## src/rtl/if_stage.sv

```systemverilog
// Instruction fetch stage: drives the instruction SRAM request for next_pc and
// presents the fetched instruction to ID, buffering it while ID stalls.
module if_stage (
    input  logic        clock,
    input  logic        reset,
    input  logic        id_allow_in,
    input  logic [32:0] id_to_if_branch_bus,
    output logic [64:0] if_to_id_instruction_bus,
    output logic        inst_sram_en,
    output logic [3:0]  inst_sram_wen,
    output logic [31:0] inst_sram_addr,
    output logic [31:0] inst_sram_wdata,
    input  logic [31:0] inst_sram_rdata
);

    localparam logic [31:0] RESET_PC = 32'hBFBF_FFFC;

    typedef struct packed {
        logic        taken;
        logic [31:0] target;
    } branch_bus_t;

    typedef struct packed {
        logic        valid;
        logic [31:0] program_count;
        logic [31:0] instruction;
    } inst_bus_t;

    branch_bus_t branch;
    inst_bus_t   out_bus;

    logic        if_valid;
    logic [31:0] if_pc;
    logic        buf_valid;
    logic [31:0] buf_inst;

    logic        if_ready_go;
    logic        if_allow_in;
    logic [31:0] seq_pc;
    logic [31:0] next_pc;

    assign branch = id_to_if_branch_bus;

    assign if_ready_go = 1'b1;
    assign if_allow_in = !if_valid || (if_ready_go && id_allow_in);
    assign seq_pc      = if_pc + 32'd4;

    // A taken branch only redirects when a delay-slot instruction sits in IF;
    // ID keeps taken asserted until its branch moves on, so nothing is latched.
    assign next_pc = (branch.taken && if_valid) ? branch.target : seq_pc;

    assign inst_sram_en    = if_allow_in;
    assign inst_sram_addr  = next_pc;
    assign inst_sram_wen   = 4'h0;
    assign inst_sram_wdata = 32'h0;

    always_ff @(posedge clock) begin
        if (reset) begin
            if_valid <= 1'b0;
            if_pc    <= RESET_PC;
        end else if (if_allow_in) begin
            if_valid <= 1'b1;
            if_pc    <= next_pc;
        end
    end

    // SRAM data is only valid the cycle after the request, so capture it on the
    // first stall cycle and replay it until ID accepts.
    always_ff @(posedge clock) begin
        if (reset) begin
            buf_valid <= 1'b0;
            buf_inst  <= 32'h0;
        end else if (id_allow_in) begin
            buf_valid <= 1'b0;
        end else if (if_valid && !buf_valid) begin
            buf_valid <= 1'b1;
            buf_inst  <= inst_sram_rdata;
        end
    end

    always_comb begin
        out_bus               = '0;
        out_bus.valid         = if_valid;
        out_bus.program_count = if_pc;
        out_bus.instruction   = buf_valid ? buf_inst : inst_sram_rdata;
    end

    assign if_to_id_instruction_bus = out_bus;

endmodule

```

## config.mk

```make
export PLATFORM = sky130hd
export DESIGN_NAME = if_stage
export DESIGN_NICKNAME = d
export VERILOG_FILES = /design/src/rtl/if_stage.sv
export SDC_FILE = /design/constraint.sdc
export NUM_CORES = 1
export LEC_CHECK = 0
export BUFFER_PORTS_ARGS = -buffer_cell sky130_fd_sc_hd__buf_2
export CORE_ASPECT_RATIO = 1.75
export CORE_MARGIN = 3
export CORE_UTILIZATION = 40
export DETAILED_ROUTE_END_ITERATION = 10
export HOLD_SLACK_MARGIN = 0.06
export PLACE_DENSITY = 0.7
export SYNTH_ARGS = -nofsm -noshare
export SYNTH_HDL_FRONTEND = slang
export SYNTH_SLANG_ARGS = --single-unit
```

## constraint.sdc

```tcl
create_clock -name clock -period 3.4 [get_ports clock]
set_clock_uncertainty 0.1 [all_clocks]
set_input_delay 1.02 -clock clock [delete_from_list [all_inputs] [get_ports clock]]
set_output_delay 1.02 -clock clock [all_outputs]
set_load 0.1 [all_outputs]
```

==> results_dict.tcl <==
set metrics [dict create \
    clockBufferDepth 2 \
    async_reset_ff_frac 0 \
    via_per_inst 5.34 \
    layout_min_cycle_time_ns 3.35 \
    ios 202 \
    fmax_mhz 298 \
    synth_warnings 0 \
    ys_seq_area_frac 0.307 \
    hp-class "flop to flop" \
    area_delta_synth_final_pct 62.0 \
    clk_pin_slew_ns 0.05 \
    h-tree-depth 3 \
    holdPathStages 2 \
    cp.required_ns 2.28 \
    reg2reg_depth 6 \
    slew_headroom 0.612 \
    root_buffer "clkbuf_16" \
    worstSetupStartpointType "flop" \
    final_core_util 0.672 \
    antenna_found_initial 0 \
    n_antenna_cell 0 \
    place_congestion 0.886 \
    status "completed" \
    ys_seq_elements 66 \
    drt_iter0_markers 253 \
    hold_violations 0 \
    drive_gt1_frac 0.455 \
    netlist_area_sq_mm 0.00430 \
    use_met2 0.423 \
    n_fill_cell 831 \
    grt.busiest_layer "met2" \
    clkLatencyLatePin_ns 0.33 \
    arrival_ns 2.23 \
    final_nets 798 \
    port_buffers 165 \
    p_per_area_mw_per_mm2 590 \
    p_leak_nw 2.90 \
    grt_overflow 0 \
    setup_tns_ns 0 \
    postRouteAntennaNets 0 \
    multi_input_area_sq_mm 0.00307 \
    cts-buffers-inserted 9 \
    critical_path_class "flop to output pin" \
    finalCritPeriodShare 0.987 \
    die-width_microns 84.4 \
    drc 0 \
    layout_commonest_cell "nand2_1" \
    rows 49 \
    synth-edff-count 0 \
    wirelength_microns 14200 \
    dieArea_sq_mm 0.0121 \
    cts_tree "built" \
    grt_use_met3 0.0520 \
    slew_viol_final 0 \
    dr.pass1.iters 4 \
    setup_viol 0 \
    synth_cell_type_count 57 \
    ff_latch_area_sq_mm 0.00142 \
    grt_util_met1 0.228 \
    cp-end-kind "output pin" \
    crit_fanout 9 \
    post-dp-hpwl_microns 10600 \
    synth_ff_type "dfxtp_1" \
    cap_violations 0 \
    grt_max_degree 54 \
    grt_pass1_vias 4548 \
    finalPower_mw 4.11 \
    grt_first_pass_wirelength_microns 22200 \
    initial_utilization 0.415 \
    wl_per_cell_microns 16.5 \
    fp.dieH_microns 143 \
    vias 4601 \
    synth.avg_cell_area_sq_um 7.54 \
    final_cell_mix "nand2_1 (120), buf_2 (101), buf_12 (68), a21oi_1 (48), dfxtp_1 (38)" \
    worst_pin_slew_ns 0.582 \
    ir_drop_uv 396 \
    synth_cells 570 \
    clock_sinks 66 \
    coreArea_sq_mm 0.0104 \
    gr-usage-all-layers 0.225 \
]
[cells by family after synthesis]
| family | Yosys count | share of synthesized area |
|---|---|---|
| AND/OR/NAND/NOR | 237 | 0.261 |
| AO/OA/AOI/OAI | 125 | 0.173 |
| buffers and inverters | 80 | 0.114 |
| flip-flops | 66 | 0.307 |
| multiplexers | 35 | 0.0908 |
| XOR/XNOR | 25 | 0.0509 |
| adder cells (fa/ha/maj) | 1 | 0.00291 |
| other | 1 | 0.000873 |
[cells in the mapped netlist, types with 2 or more instances]
master,number,area share
nand2_1,125,0.11
dfxtp_1,66,0.31
a21oi_1,65,0.076
nor2_1,38,0.033
buf_4,37,0.065
mux2_2,32,0.084
clkbuf_1,22,0.019
nand3_1,21,0.024
o21ai_0,21,0.024
nor3_1,14,0.016
xnor2_1,14,0.029
xor2_1,11,0.022
buf_1,7,0.0061
a31oi_1,6,0.0087
buf_6,6,0.016
nand4_1,6,0.0087
and3_1,5,0.0073
a211o_1,4,0.0082
a21bo_2,4,0.0093
inv_1,4,0.0035
o22ai_1,4,0.0058
o31ai_1,4,0.0070
a31o_2,3,0.0061
and2_1,3,0.0044
buf_2,3,0.0035
mux2i_1,3,0.0070
or3_1,3,0.0044
a211oi_1,2,0.0035
a22oi_1,2,0.0035
and4_1,2,0.0041
nor3_2,2,0.0047
nor4_1,2,0.0029
nor4_2,2,0.0058
o211ai_1,2,0.0035
o32a_1,2,0.0047
or3_2,2,0.0035
[final cells by class]
type,count,share of cell area
sequential,66,0.203
inverter,5,0.00269
clock buffer,9,0.0323
multi-input combinational,459,0.440
tap,127,0.0228
clock inverter,7,0.00988
timing repair buffer,188,0.289
[routing by layer]
metal | vias to the layer above | part of all wire
li1 | 2237 | -
met1 | 2134 | 0.34
met2 | 194 | 0.54
met3 | 36 | 0.075
met4 | 0 | 0.044
met5 | - | 0
[where the power goes]
group          leakage (nW)  internal (mW)  switching [mW]
logic                  2.22          0.670            1.60
clock network         0.139          0.565           0.349
registers             0.543          0.837          0.0876
total                  2.90           2.07            2.04
[worst max-delay path: stages, from the launching register on]
cell and delay (ns):
dfxtp_4 0.42, nand3_4 0.14, or4_1 0.60, nor3_4 0.25, xnor2_1 0.13, a21oi_4 0.17
buf_12 0.19
[worst paths after layout]
kind                    start            endpoint  slack, ns
setup / recovery    if_pc[18]  inst_sram_addr[28]       0.05
hold / removal    buf_inst[9]         buf_inst[9]       0.35
setup reg to reg     if_pc[7]           if_pc[21]       1.34
hold reg to reg   buf_inst[9]         buf_inst[9]       0.35
[metrics by stage]
stage                     setup WS, ns  area, sq um  hold slack [ns]  cells
after global routing           -0.0205         6960            0.373    861
final                           0.0452         6960            0.350    861
after CTS                      -0.0218         6870            0.354    856
after detailed placement         0.238         6530            0.346    837
after floorplan                 -0.232         4920            0.333    605
after global placement           0.248         6530            0.338    837
[sequential cells by signal (all words and copies together) (netlist names)]
register	cells
buf_inst	32
if_pc	32
buf_valid	1
if_valid	1
[what timing repair did]
| action | CTS | global route |
|---|---|---|
| hold buffers | 0 | 0 |
| endpoints found under the setup margin | 7 | 12 |
| pin swaps | 2 | 8 |
| buffers inserted | 3 | 5 |
| gates resized for setup | 3 | 10 |
Note: power is estimated with default switching activity, not from simulation.
